[src/rtl/bank_stream_io_if.sv]
// bank_stream_io_if: stream, control and bank-port signals of the bank stream controller
interface bank_stream_io_if #(
  parameter int ADDR_WIDTH = 8,
  parameter int DATA_WIDTH = 14
);
  logic                  start_load;
  logic                  start_dump;
  logic                  in_valid;
  logic [DATA_WIDTH-1:0] in_data;
  logic                  in_ready;
  logic                  out_valid;
  logic [DATA_WIDTH-1:0] out_data;
  logic                  out_ready;
  logic                  busy;
  logic                  done;
  logic [ADDR_WIDTH-1:0] bank_A1;
  logic [ADDR_WIDTH-1:0] bank_A2;
  logic [DATA_WIDTH-1:0] bank_D;
  logic                  bank_WEN;
  logic                  bank_REN;
  logic                  bank_EN;
  logic [DATA_WIDTH-1:0] bank_Q;
  modport slave (
    input  start_load, start_dump, in_valid, in_data, out_ready, bank_Q,
    output in_ready, out_valid, out_data, busy, done,
           bank_A1, bank_A2, bank_D, bank_WEN, bank_REN, bank_EN
  );
  modport master (
    output start_load, start_dump, in_valid, in_data, out_ready, bank_Q,
    input  in_ready, out_valid, out_data, busy, done,
           bank_A1, bank_A2, bank_D, bank_WEN, bank_REN, bank_EN
  );
endinterface

[src/rtl/bank_stream_io.sv]
// bank_stream_io: loads a coefficient stream into a data bank and dumps it back as a stream
module bank_stream_io #(
  parameter int ADDR_WIDTH = 8,
  parameter int DATA_WIDTH = 14,
  parameter int DEPTH      = 256
) (
  input logic              clk,
  input logic              rst,
  bank_stream_io_if.slave  bus
);
  typedef enum logic [1:0] {IDLE, LOAD, DUMP} state_t;
  localparam logic [ADDR_WIDTH:0]   DEPTH_C = (ADDR_WIDTH+1)'(DEPTH);
  localparam logic [ADDR_WIDTH-1:0] LAST_A  = ADDR_WIDTH'(DEPTH - 1);
  state_t                state_q, state_d;
  logic [ADDR_WIDTH-1:0] wcnt_q, wcnt_d;
  logic [ADDR_WIDTH:0]   rcnt_q, rcnt_d;
  logic                  inflight_q, inflight_d;
  logic                  done_q, done_d;
  logic [DATA_WIDTH-1:0] mem_q [2];
  logic [DATA_WIDTH-1:0] mem_d [2];
  logic                  rp_q, rp_d, wp_q, wp_d;
  logic [1:0]            cnt_q, cnt_d;
  logic                  acc, issue, pop, last;
  // next-state: LOAD writes, DUMP issues reads under FIFO credit and drains the 2-entry FIFO
  always_comb begin
    acc        = state_q == LOAD && bus.in_valid && !rst;
    pop        = cnt_q != 2'd0 && bus.out_ready;
    issue      = state_q == DUMP && !rst && rcnt_q < DEPTH_C &&
                 (3'(cnt_q) + 3'(inflight_q) < 3'd2 + 3'(pop));
    last       = pop && rcnt_q == DEPTH_C && !inflight_q && cnt_q == 2'd1;
    state_d    = state_q;
    done_d     = 1'b0;
    mem_d      = mem_q;
    wp_d       = wp_q;
    if (state_q == IDLE)
      state_d = bus.start_load ? LOAD : bus.start_dump ? DUMP : IDLE;
    wcnt_d     = acc ? (wcnt_q == LAST_A ? '0 : wcnt_q + 1'b1) : wcnt_q;
    rcnt_d     = issue ? rcnt_q + 1'b1 : rcnt_q;
    inflight_d = issue;
    if (inflight_q) begin
      mem_d[wp_q] = bus.bank_Q;
      wp_d        = ~wp_q;
    end
    rp_d       = pop ? ~rp_q : rp_q;
    cnt_d      = cnt_q + 2'(inflight_q) - 2'(pop);
    if ((acc && wcnt_q == LAST_A) || last) begin
      state_d = IDLE;
      done_d  = 1'b1;
    end
    if (last) rcnt_d = '0;
  end
  assign bus.in_ready  = state_q == LOAD;
  assign bus.busy      = state_q != IDLE;
  assign bus.done      = done_q;
  assign bus.out_valid = cnt_q != 2'd0;
  assign bus.out_data  = mem_q[rp_q];
  assign bus.bank_WEN  = acc;
  assign bus.bank_A1   = acc ? wcnt_q : '0;
  assign bus.bank_D    = acc ? bus.in_data : '0;
  assign bus.bank_REN  = issue;
  assign bus.bank_A2   = issue ? rcnt_q[ADDR_WIDTH-1:0] : '0;
  assign bus.bank_EN   = acc | issue;
  // state, counters and FIFO registers
  always_ff @(posedge clk) begin
    if (rst) begin
      state_q    <= IDLE;
      wcnt_q     <= '0;
      rcnt_q     <= '0;
      inflight_q <= 1'b0;
      done_q     <= 1'b0;
      mem_q[0]   <= '0;
      mem_q[1]   <= '0;
      rp_q       <= 1'b0;
      wp_q       <= 1'b0;
      cnt_q      <= '0;
    end else begin
      state_q    <= state_d;
      wcnt_q     <= wcnt_d;
      rcnt_q     <= rcnt_d;
      inflight_q <= inflight_d;
      done_q     <= done_d;
      mem_q      <= mem_d;
      rp_q       <= rp_d;
      wp_q       <= wp_d;
      cnt_q      <= cnt_d;
    end
  end
endmodule

[src/flat_wrapper.sv]
// flat-port wrapper written by rule: the top's interface ports become plain ports
module bank_stream_io_flat 
#(
  parameter int ADDR_WIDTH = 8,
  parameter int DATA_WIDTH = 14,
  parameter int DEPTH      = 256
)
  (clk, rst, bus_start_load, bus_start_dump, bus_in_valid, bus_in_data, bus_out_ready, bus_bank_Q, bus_in_ready, bus_out_valid, bus_out_data, bus_busy, bus_done, bus_bank_A1, bus_bank_A2, bus_bank_D, bus_bank_WEN, bus_bank_REN, bus_bank_EN);
  bank_stream_io_if #(.ADDR_WIDTH(ADDR_WIDTH), .DATA_WIDTH(DATA_WIDTH)) bus_i ();
  input logic clk;
  input logic rst;
  input wire logic [$bits(bus_i.start_load)-1:0] bus_start_load;
  input wire logic [$bits(bus_i.start_dump)-1:0] bus_start_dump;
  input wire logic [$bits(bus_i.in_valid)-1:0] bus_in_valid;
  input wire logic [$bits(bus_i.in_data)-1:0] bus_in_data;
  input wire logic [$bits(bus_i.out_ready)-1:0] bus_out_ready;
  input wire logic [$bits(bus_i.bank_Q)-1:0] bus_bank_Q;
  output wire logic [$bits(bus_i.in_ready)-1:0] bus_in_ready;
  output wire logic [$bits(bus_i.out_valid)-1:0] bus_out_valid;
  output wire logic [$bits(bus_i.out_data)-1:0] bus_out_data;
  output wire logic [$bits(bus_i.busy)-1:0] bus_busy;
  output wire logic [$bits(bus_i.done)-1:0] bus_done;
  output wire logic [$bits(bus_i.bank_A1)-1:0] bus_bank_A1;
  output wire logic [$bits(bus_i.bank_A2)-1:0] bus_bank_A2;
  output wire logic [$bits(bus_i.bank_D)-1:0] bus_bank_D;
  output wire logic [$bits(bus_i.bank_WEN)-1:0] bus_bank_WEN;
  output wire logic [$bits(bus_i.bank_REN)-1:0] bus_bank_REN;
  output wire logic [$bits(bus_i.bank_EN)-1:0] bus_bank_EN;
  assign bus_i.start_load = bus_start_load;
  assign bus_i.start_dump = bus_start_dump;
  assign bus_i.in_valid = bus_in_valid;
  assign bus_i.in_data = bus_in_data;
  assign bus_i.out_ready = bus_out_ready;
  assign bus_i.bank_Q = bus_bank_Q;
  assign bus_in_ready = bus_i.in_ready;
  assign bus_out_valid = bus_i.out_valid;
  assign bus_out_data = bus_i.out_data;
  assign bus_busy = bus_i.busy;
  assign bus_done = bus_i.done;
  assign bus_bank_A1 = bus_i.bank_A1;
  assign bus_bank_A2 = bus_i.bank_A2;
  assign bus_bank_D = bus_i.bank_D;
  assign bus_bank_WEN = bus_i.bank_WEN;
  assign bus_bank_REN = bus_i.bank_REN;
  assign bus_bank_EN = bus_i.bank_EN;
  bank_stream_io #(.ADDR_WIDTH(ADDR_WIDTH), .DATA_WIDTH(DATA_WIDTH), .DEPTH(DEPTH)) u_core (.clk(clk), .rst(rst), .bus(bus_i));
endmodule
[config.mk]
export PLATFORM = sky130hd
export DESIGN_NAME = bank_stream_io_flat
export DESIGN_NICKNAME = d
export VERILOG_FILES = /design/src/rtl/bank_stream_io_if.sv /design/src/rtl/bank_stream_io.sv /design/src/flat_wrapper.sv
export SDC_FILE = /design/constraint.sdc
export NUM_CORES = 1
export LEC_CHECK = 0
export CORE_MARGIN = 2
export CORE_UTILIZATION = 40
export CTS_CLUSTER_DIAMETER = 100
export DETAILED_ROUTE_END_ITERATION = 12
export PLACE_DENSITY = 0.77
export SYNTH_ARGS = -nofsm -noshare
export SYNTH_HDL_FRONTEND = slang
export SYNTH_SLANG_ARGS = --single-unit
export TNS_END_PERCENT = 30
[constraint.sdc]
create_clock -name clk -period 2.9 [get_ports clk]
set_input_delay 0.29 -clock clk [delete_from_list [all_inputs] [get_ports clk]]
set_output_delay 0.29 -clock clk [all_outputs]
set_load 0.02 [all_outputs]
==> metrics.csv, run 1 <==
stage;metric;value;unit
grt;grt_pass1_wl;10200;um
clocking;clk_pin_slew;90;ps
critical_path;worstPathMaxFanout;10;
drt;dr.pass1.iters;4;
critical_path;crit_chain;ha_1 > ha_1 > or4_4 > o21ai_0 > clkdlybuf4s50_1;
grt;antenna_found_initial;0;
clocking;hold_buffers;0;
placed_design;placedCellCount;466;
critical_path;slowest_delay;630;ps
floorplanning;rows;29;
drt;ant_nets;0;
critical_path;path_common_cell;ha_1;
grt;grt.overflow.total;0;
placed_design;post_dp_cell_area;3490;sq um
layout;diodes;0;
clocking;post_cts_buffers;0;
pwr;swShare;29.7;%
grt;track_usage;17.2;%
critical_path;cp-startpoint;u_core.inflight_q;
synthesis;synth_seq_cells;53;
floorplanning;io_pins;85;
layout;finalInstanceArea;3580;sq um
drt;wirelength;6330;um
pwr;p_per_area;447;nW/um^2
clocking;cts.sinks;53;
critical_path;cp_slowest_cell;clkdlybuf4s50_1;
layout;final_layout_size_suffix_gt1_share;8.31;%
drt;drt_iter0_drc;96;
hold_path;hp-class;flip-flop to flip-flop;
pwr;p_leak;1.32;nW
pwr;p_seq_share;51.0;%
synthesis;ys_warn_count;0;
layout;num-nets-final;437;
sta;min_period;2790;ps
sta;slew_headroom;34.9;%
sta;tightest_slew;972;ps
floorplanning;start_util;41.1;%
synthesis;seq_area_frac_synth;41.1;%
run_status;status;finished, final reports clean;
synthesis;synth_cells;318;
critical_path;worstPathArrival;2500;ps
critical_path;worstSetupPathType;flip-flop to output port;
clocking;cts_tree;built;
critical_path;end_kind;output port;
clocking;htreeDepth;2;
drt;wire_per_inst;13.4;um
floorplanning;fp.coreArea;6280;sq um
placed_design;portBuffers;84;
sta;fin_crit_sh;96.1;%
drt;drc;0;
critical_path;critPathRequiredTime;2610;ps
clocking;cts_buffer_depth;2;
critical_path;r2r-start;u_core.inflight_q;
placed_design;place_hpwl;4550;um
drt;avgViaCountPerCell;5.18;
hold_path;hold_start;u_core.mem_q[1];
sta;drv_slew;0;
sta;max_freq;359;MHz
floorplanning;die-area;7110;sq um
clocking;cts_resized;1;
synthesis;postSynthAreaPerCell;8.11;sq um
placed_design;gp_congestion;0.856;
layout;nFillCells;578;
synthesis;synth_cell_type_count;37;
clocking;cts_made_buffers;5;
synthesis;ys_async_sr_fraction;0;%
pwr;pwr-share-clk;25.7;%
synthesis;synth_edf_count;0;
sta;hold_viol_final;0;
pwr;vdd_drop_max;0.000362;V
floorplanning;die_w;84.3;um
layout;areaGrowthSynthToFinish;38.7;%
sta;rsz0062_at_grt;no;
pwr;p_sw;0.000475;W
synthesis;synth-main-ff-cell;dfxtp_1;
clocking;clk_latency;300;ps
sta;setup_viol;0;
pwr;comb_power_share;23.4;%
sta;setup_tns;0;ps
synthesis;synthesis.area;2580;sq um
floorplanning;die_h;84.3;um
pwr;p_int;0.00112;W
layout;stdcell_count;474;
clocking;cts_root_buffer;clkbuf_8;
flow_run;drv_cap;0;
sta;skew;6.33;ps
grt;grt_max_degree;45;
sta;hold_ws;456;ps
grt;grt_pass1_vias;2270;
drt;num_vias;2455;
critical_path;startpoint_type;flip-flop;
synthesis;synth_nets;359;
-- routing by layer --
metal / GRT usage (%) / wire, um
met1: 20.9 / 2820
met2: 30.5 / 3160
met3: 3.44 / 237
met4: 5.13 / 108
met5: 0 / 0
-- sequential cells by signal, indices dropped and copies added (netlist names) --
name / flops
u_core.rcnt_q: 9
u_core.state_q: 2
u_core.inflight_q: 1
u_core.wcnt_q: 8
u_core.cnt_q: 2
u_core.wp_q: 1
u_core.mem_q: 28
u_core.rp_q: 1
u_core.bus.done: 1
-- cells in the final DEF, fill, tap and decap left out, drive strengths merged, types with 4 or more instances in the layout --
cell	n
nand4	7
mux2	14
o21ai	7
and2	22
ha	7
buf	6
inv	10
xor2	4
xnor2	4
nand3	8
a21oi	40
nand2b	4
o31ai	4
or4	6
nor2	9
nand2	61
clkbuf	6
and3	7
clkdlybuf4s50	84
nor3	10
dfxtp	53
-- critical path: cells and delay by family, from the launching register on --
kind            cells  cell delay (ps)
buf+inv             1              630
simple gates        1              570
fa+ha+maj           2              420
flops               1              370
compound gates      1              210
-- final timing paths --
kind | slack, ps | cells after the start | to
min reg2reg | 460 | 2 | u_core.mem_q[1]
min | 460 | 2 | u_core.mem_q[1]
max reg2reg | 770 | 5 | u_core.rcnt_q[5]
max | 110 | 5 | bus_bank_EN
-- synthesized netlist by cell type (all sizes together), types with 7 or more instances --
cell type	instances	area, sq um
a21oi	40	200
and2	22	138
and3	7	43.8
clkbuf	17	63.8
dfxtp	53	1060
ha	7	87.6
inv	9	33.8
mux2	14	158
nand2	61	229
nand3	8	40.0
nand4	7	43.8
nor2	9	33.8
nor3	10	50.1
o21ai	7	35.0
-- power groups by stage --
stage / Clock, W / Combinational [W] / Sequential (W)
after floorplan: 0 / 0.000252 / 0.000793
after global placement: 0 / 0.000366 / 0.000833
after detailed placement: 0 / 0.000374 / 0.000834
after CTS: 0.000425 / 0.000377 / 0.000818
after global routing: 0.000457 / 0.000405 / 0.000825
final: 0.000411 / 0.000373 / 0.000815
-- final cells by class --
class | instances | area [sq um] | area share [%]
Sequential cell | 53 | 1060 | 29.7
Tap cell | 77 | 96.3 | 2.69
Timing Repair Buffer | 90 | 886 | 24.8
Clock buffer | 6 | 72.6 | 2.03
Clock inverter | 2 | 13.8 | 0.385
Inverter | 9 | 33.8 | 0.944
Multi-Input combinational cell | 237 | 1420 | 39.5
-- cells by family (layout without fill, tap and decap cells) --
kind of cell | count (synthesis) | count (layout) | share of synthesized area, %
simple gates | 151 | 151 | 30.2
compound gates | 55 | 55 | 11.5
fa+ha+maj | 7 | 7 | 3.39
mux | 16 | 16 | 6.89
buf+inv | 28 | 107 | 4.17
flops | 53 | 53 | 41.1
xor+xnor | 8 | 8 | 2.72
-- per-stage QoR --
stage / utilization [%] / setup WS, ps / total power, W
floorplan: - / 810 / 0.00104
global placement: 55.6 / 309 / 0.00120
detailed placement: 55.6 / 276 / 0.00121
CTS: 57.0 / 102 / 0.00162
global route: 57.0 / 22.8 / 0.00169
finish: 57.0 / 114 / 0.00160
Note: power is estimated with default switching activity, not from simulation.
==> inputs of run 2 (changes only) <==
CTS_CLUSTER_SIZE = 28   (was unset)
SKIP_CTS_REPAIR_TIMING = 1   (was unset)
==> results of run 2 <==
The final DEF is identical to that of run 1; final timing and power are the same.
